`config.mk`:
```
export PLATFORM = sky130hd
export DESIGN_NAME = pc_sequencer
export DESIGN_NICKNAME = d
export VERILOG_FILES = /design/src/rtl/pc_sequencer.sv
export SDC_FILE = /design/constraint.sdc
export NUM_CORES = 1
export LEC_CHECK = 0
export CORE_ASPECT_RATIO = 2
export CORE_MARGIN = 2
export CORE_UTILIZATION = 30
export DETAILED_ROUTE_END_ITERATION = 16
export HOLD_SLACK_MARGIN = 0.05
export PLACE_DENSITY = 0.67
export SYNTH_ARGS = -nofsm -noshare
export SYNTH_HDL_FRONTEND = slang
export SYNTH_SLANG_ARGS = --single-unit
```
`constraint.sdc`:
```
create_clock -name clk -period 2.75 [get_ports clk]
set_input_delay 0.825 -clock clk [delete_from_list [all_inputs] [get_ports clk]]
set_output_delay 0.825 -clock clk [all_outputs]
set_load 0.03 [all_outputs]
```
`src/rtl/pc_sequencer.sv`:
```
// Fetch-control sequencer: drives the program counter's increment/load controls
// and tracks validity of the PC, D1 and D2 pipeline slots.
module pc_sequencer #(
    parameter logic [7:0] RESET_VECTOR = 8'h00,
    parameter logic [7:0] IRQ_VECTOR   = 8'hF0
) (
    input  logic       clk,
    input  logic       rst_n,
    input  logic       start,
    input  logic [7:0] start_addr,
    input  logic       stall,
    input  logic       br_valid,
    input  logic [7:0] br_target,
    input  logic       halt,
    input  logic       irq,
    input  logic       irq_en,
    input  logic [7:0] pc,
    input  logic [7:0] pc_d1,
    output logic       Enable_PC,
    output logic       Update_PC,
    output logic [7:0] New_Address,
    output logic       flush,
    output logic [2:0] valid,
    output logic       irq_ack,
    output logic [7:0] epc,
    output logic       running
);

    typedef enum logic [1:0] {
        IDLE   = 2'd0,
        RUN    = 2'd1,
        HALTED = 2'd2
    } state_t;

    state_t     state, state_next;
    logic [2:0] valid_next;
    logic [7:0] epc_next;
    logic       irq_entry;

    always_comb begin
        // NOTE: every output of this block gets a default first, so no path can infer a latch.
        Enable_PC   = 1'b0;
        Update_PC   = 1'b0;
        New_Address = RESET_VECTOR;
        flush       = 1'b0;
        state_next  = state;
        valid_next  = valid;
        epc_next    = epc;
        irq_entry   = 1'b0;

        // While reset is held the PC is pinned to the reset vector regardless of inputs.
        if (!rst_n) begin
            Update_PC  = 1'b1;
            valid_next = 3'b000;
        end else begin
            unique case (state)
                IDLE: begin
                    Update_PC = 1'b1;
                    if (start) begin
                        New_Address = start_addr;
                        state_next  = RUN;
                        valid_next  = 3'b001;
                    end else begin
                        valid_next  = 3'b000;
                    end
                end
                RUN: begin
                    if (br_valid && valid[2]) begin
                        Update_PC   = 1'b1;
                        New_Address = br_target;
                        flush       = 1'b1;
                        valid_next  = 3'b001;
                    end else if (halt && valid[2]) begin
                        // pc_d1 holds the address just after the halting instruction.
                        Update_PC   = 1'b1;
                        New_Address = pc_d1;
                        flush       = 1'b1;
                        state_next  = HALTED;
                        valid_next  = 3'b000;
                    end else if (irq && irq_en) begin
                        Update_PC   = 1'b1;
                        New_Address = IRQ_VECTOR;
                        flush       = 1'b1;
                        valid_next  = 3'b001;
                        irq_entry   = 1'b1;
                        epc_next    = valid[1] ? pc_d1 : pc;
                    end else if (stall) begin
                        valid_next  = {valid[1], 1'b0, valid[0]};
                    end else begin
                        Enable_PC   = 1'b1;
                        valid_next  = {valid[1], valid[0], 1'b1};
                    end
                end
                HALTED: begin
                    if (irq && irq_en) begin
                        Update_PC   = 1'b1;
                        New_Address = IRQ_VECTOR;
                        flush       = 1'b1;
                        state_next  = RUN;
                        valid_next  = 3'b001;
                        irq_entry   = 1'b1;
                        epc_next    = pc;
                    end else if (start) begin
                        Update_PC   = 1'b1;
                        New_Address = start_addr;
                        state_next  = RUN;
                        valid_next  = 3'b001;
                    end else begin
                        valid_next  = {valid[1], valid[0], 1'b0};
                    end
                end
                default: begin
                    Update_PC  = 1'b1;
                    state_next = IDLE;
                    valid_next = 3'b000;
                end
            endcase
        end
    end

    always_ff @(posedge clk or negedge rst_n) begin
        if (!rst_n) begin
            state   <= IDLE;
            valid   <= 3'b000;
            epc     <= 8'h00;
            irq_ack <= 1'b0;
        end else begin
            // NOTE: sequential state uses non-blocking assignment so all registers update together.
            state   <= state_next;
            valid   <= valid_next;
            epc     <= epc_next;
            irq_ack <= irq_entry;
        end
    end

    assign running = (state == RUN);

endmodule

```
* Yosys cells after proc, flatten, opt, wreduce, memory -nomap -nowiden
Index checks and enable logic that the tools add are counted. Widths: inputs -> output; s select.
Storage, ports and cells: register bits 14, input bits 40, word-level logic and storage cells 66
Operators by class: equality and inequality tests 8, mux-type cells 46, reductions and logical operators 7
Operators by type and width (number):
- $mux 8 | 11
- $pmux 8 s3 | 1
- $mux 3 | 6
- $mux 1 | 17
- $pmux 8 s2 | 1
- $mux 2 | 5
- $pmux 3 s3 | 1
- $ne 2x2->1 const B | 3
- $ne 6x3->1 const B | 1
- $pmux 1 s2 | 3
- $pmux 2 s3 | 1
- $reduce_and 6->1 | 1
- $ne 2x1->1 const B | 2
- $logic_and 1x1->1 | 3
- $reduce_and 3->1 | 1
- $eq 2x1->1 const B | 1
- $eq 2x2->1 const B | 1
- $logic_not 2->1 | 1
- $reduce_bool 2->1 | 1

* Depth between registers and ports, before layout
depth after elaboration 6, mapped depth 8, depth with buffers taken out 6

* Worst setup path before layout
OpenSTA, ideal clock, no wires.
path type register to output, start register state[1], end output New_Address[4], arrival 2.075 ns, setup slack -0.150 ns, stages on the path, launching flop included 8, buffers on the path 1, cell sequence dfrtp_1 > inv_1 > ha_1 > buf_2 > inv_1 > nor2_1 > a222oi_1 > a21oi_1
Between the ends: cells in the longest elaborated chain, start to end 3, elaborated cells between the ends (all ways) 5, classes of those cells 2 x eq/ne; 2 x mux; 1 x reduce/logical
RTL lines:
- start: declaration | RTL line 35 | state_t state, state_next;
- start signal: assignment | RTL line 129 | state <= state_next;
- $eq 2x1->1
- via running | RTL line 26 | output logic running
- $pmux 8 s3 | RTL line 56 | unique case (state)
- $mux 8 | RTL line 52 | if (!rst_n) begin
- end: declaration | RTL line 21 | output logic [7:0] New_Address,
The timed path passes the listed nets, and every way through them passes these cells.

* Worst setup path after layout
start input pc_d1[6], end output New_Address[6]
Between the ends: cells in the longest elaborated chain, start to end 4
RTL lines:
- start: declaration | RTL line 18 | input logic [7:0] pc_d1,
- $mux 8 | RTL line 73 | end else if (halt && valid[2]) begin
- $mux 8 | RTL line 68 | if (br_valid && valid[2]) begin
- $pmux 8 s3 | RTL line 56
- $mux 8 | RTL line 52
Every way passes these cells.

==> impl_summary.txt <==
----------------------------------------------------
[Timing]
  Final worst path period need ... 2.709 ns
  Worst relative slew slack ... 71.56%
  Final slew viol count ... 0
  Count of final hold-check violations ... 0
  Worst-margin pin slew ... 0.4265 ns
  Achievable frequency ... 369.1 MHz
  Final clock skew ... 0.0007609 ns
  Setup-violating endpoint count in the final report ... 0
  Hold slack ... 0.5075 ns
  Share of the clock period used by the worst path after layout ... 98.51%

[Power and ir drop]
  Post-layout total power ... 0.001703 W
  Standby leakage power ... 0.9110 nW
  Maximum ir drop on the vdd rail ... 469.0 uV
  Cell Pwr Density ... 839.5 nW/um2

[Routing]
  Number of nets with antenna violations after detailed routing ... 0
  Number of remaining DRC errors ... 0
  Uppermost signal routing layer after detailed routing ... met4
  Number of vias per cell ... 5.371
  Overall via count from detail_route ... 1230
  Met1 WL ... 1292 um
  WL final ... 3891 um
  Routed length on met3 ... 287 um
  Count of routing violations after the opening detailed-route iteration ... 44
  Wire length per cell after detailed routing ... 16.99 um
  Metal2 WL ... 2278 um
  Drt pass-1 iters ... 4

[Die]
  Core area ... 3378 um2
  Rows ... 30
  Initial core utilization ... 31.00%
  Floorplan die height ... 87.56 um
  Die area ... 4008 um2
  Horizontal extent of the die ... 45.78 um
  Number of placed I/O pins ... 64

[CTS]
  CTS buffer count ... 3
  H-tree levels ... 1
  Clock tree from TritonCTS ... done
  Clock Latency Late Sink ... 0.24 ns
  Clock slew seen by the registers of the worst setup and hold paths ... 0.06 ns
  Clock Tree Buf Depth ... 2
  Clock Sink Count ... 14
  Root Buffer ... sky130_fd_sc_hd__clkbuf_8

[Cells and area]
  Layout cell share with drive strength beyond 1 ... 43.65%
  Commonest non-fill, non-tap cells in the layout ... sky130_fd_sc_hd__clkdlybuf4s50_1 (37), sky130_fd_sc_hd__buf_4 (29), sky130_fd_sc_hd__mux2_2 (16)
  Inserted Diodes ... 0
  Post-route core utilization ... 60.04%
  Most common library cell in the layout ignoring fill and taps ... sky130_fd_sc_hd__clkdlybuf4s50_1
  Final Net Count ... 242
  Growth of design area from synthesis to finish ... 93.67%
  Fillcell total ... 310

[Worst setup path]
  Largest fanout on the critical path ... 2
  Slowest Stage Delay on Critical Path ... 0.42 ns
  Kind of end point of the critical path ... primary output
  Setup crit start kind ... input port
  Beginning of the worst register-to-register path ... state[0]
  Cell at the slowest stage of the critical path ... sky130_fd_sc_hd__clkdlybuf4s50_1
  Required time reported for the critical path endpoint ... 1.93 ns
  Critical setup path kind ... input port to primary output
  Worst endpoint data arrival time ... 1.88 ns
  Startpoint of the worst setup timing path ... pc_d1[6]
  Crit-path cells ... clkdlybuf4s50_1, a222oi_1, a21oi_2, buf_6

[Synth]
  Syn Std Cell Area ... 1047 um2
  Post-synthesis cell type count ... 30
  FF+latch count, synth ... 14
  Register area share after synthesis ... 33.45%
  Average instance area after synthesis ... 9.697 um2
  Net count after synthesis ... 152
  Synth Instances ... 108
  Ys Warns ... 0

[GRT]
  Wire length of the first global-routing pass ... 6078 um
  Pin count of the biggest net entering global routing ... 10
  Number of antenna violations at the first check in global routing ... 0
  Grt total ovfl ... 0
  Global-route usage over all layers ... 20.78%
  Vias in the first global route ... 1349

[Min path]
  Worst hold path class ... flip-flop to flip-flop
  Worst hold path startpoint ... epc[1]

[Place]
  DP HPWL ... 3177 um
  Routability congestion estimate from global placement ... 0.8368
  Port Buf Inserts ... 63

[Flow run]
  Number of maximum-capacitance constraint violations ... 0

[Outcome]
  Outcome ... complete, no violations

----------------------------------------------------
## synth_stat cells, drive strengths merged
master / count / area (um2)
o21a: 3 / 22.52
nor3b: 1 / 7.510
a21o: 1 / 7.510
a32o: 1 / 10.01
nand3b: 2 / 15.01
a21oi: 9 / 45.04
o21ai: 5 / 25.02
a21boi: 2 / 26.28
o31ai: 1 / 7.510
a31oi: 1 / 6.260
nor2b: 2 / 12.51
buf: 5 / 31.28
nor2: 9 / 33.78
nand4: 1 / 6.260
nand3: 3 / 27.53
and3: 2 / 12.51
o2bb2ai: 2 / 23.77
mux2: 16 / 180.2
nand2: 9 / 33.78
nand2b: 1 / 6.260
dfrtp: 14 / 350.3
ha: 4 / 50.05
a222oi: 8 / 80.08
and2: 1 / 7.510
inv: 5 / 18.77
## sequential cells by signal, summed over array words and instances (netlist names)
register and cells:
valid 3, state 2, irq_ack 1, epc 8
## what timing repair did
item / 4_1_cts / 5_1_grt
buffers inserted: 1 / 2
endpoints found under the hold margin: 0 / 0
cloned: 0 / 1
hold buffers: 0 / 0
pin swaps: 13 / 12
gates resized for setup: 30 / 24
setup endpoints to repair: 11 / 7
## per-layer routing
layer / track usage (%) / vias up
li1: - / 590
met1: 20.75 / 578
met2: 40.59 / 60
met3: 4.124 / 2
met4: 5.455 / 0
met5: 0 / -
## area by class of cell
| type | count | area (um2) | share of cell area (%) |
|---|---|---|---|
| Inverter | 5 | 18.77 | 0.9254 |
| Tap cell | 32 | 40.04 | 1.974 |
| Sequential cell | 14 | 350.3 | 17.27 |
| Multi-Input combinational cell | 85 | 734.5 | 36.21 |
| Timing Repair Buffer | 89 | 829.5 | 40.90 |
| Clock buffer | 4 | 55.05 | 2.714 |
## metrics by stage
step / cells / setup slack [ns] / TNS [ns] / area, um2
floorplan: 108 / 0.01220 / 0 / 1077
global placement: 221 / -0.4508 / -3.890 / 1862
detailed placement: 221 / -0.5316 / -4.400 / 1862
CTS: 226 / 0.004570 / 0 / 1951
global route: 229 / -0.005907 / -0.005907 / 2028
finish: 229 / 0.04091 / 0 / 2028
## path summary, 6_finish.rpt
check / to / slack, ns / depth (start not counted)
worst max register to register: epc[0] / 0.93 / 7
worst min-delay path: epc[1] / 0.51 / 1
max in group asynchronous: epc[3] / 1.72 / 3
worst max-delay path: New_Address[6] / 0.04 / 4
min in group asynchronous: epc[4] / 0.53 / 1
worst min register to register: epc[1] / 0.51 / 1
## critical path: cells and delay by family
family          cells  cell delay (ns)
buf+inv             2             0.57
compound gates      2             0.49
## kinds of logic (layout without fill, tap and decap cells)
logic type / after synthesis / in the layout / synth area share [%]
buffers and inverters: 10 / 98 / 4.779
AOI/OAI and AO/OA: 33 / 33 / 24.25
adders and majority gates: 4 / 4 / 4.779
muxes: 16 / 16 / 17.20
and+or+nand+nor: 31 / 32 / 15.53
DFF: 14 / 14 / 33.45
## report_power, final
| part | total (W) | switching [W] | internal (W) |
|---|---|---|---|
| registers | 0.000345 | 0.0000549 | 0.000291 |
| logic | 0.00116 | 0.000611 | 0.000551 |
| clock network | 0.000196 | 0.0000691 | 0.000127 |
| total | 0.00170 | 0.000735 | 0.000968 |
No activity file was read; power rests on OpenSTA's default activity.
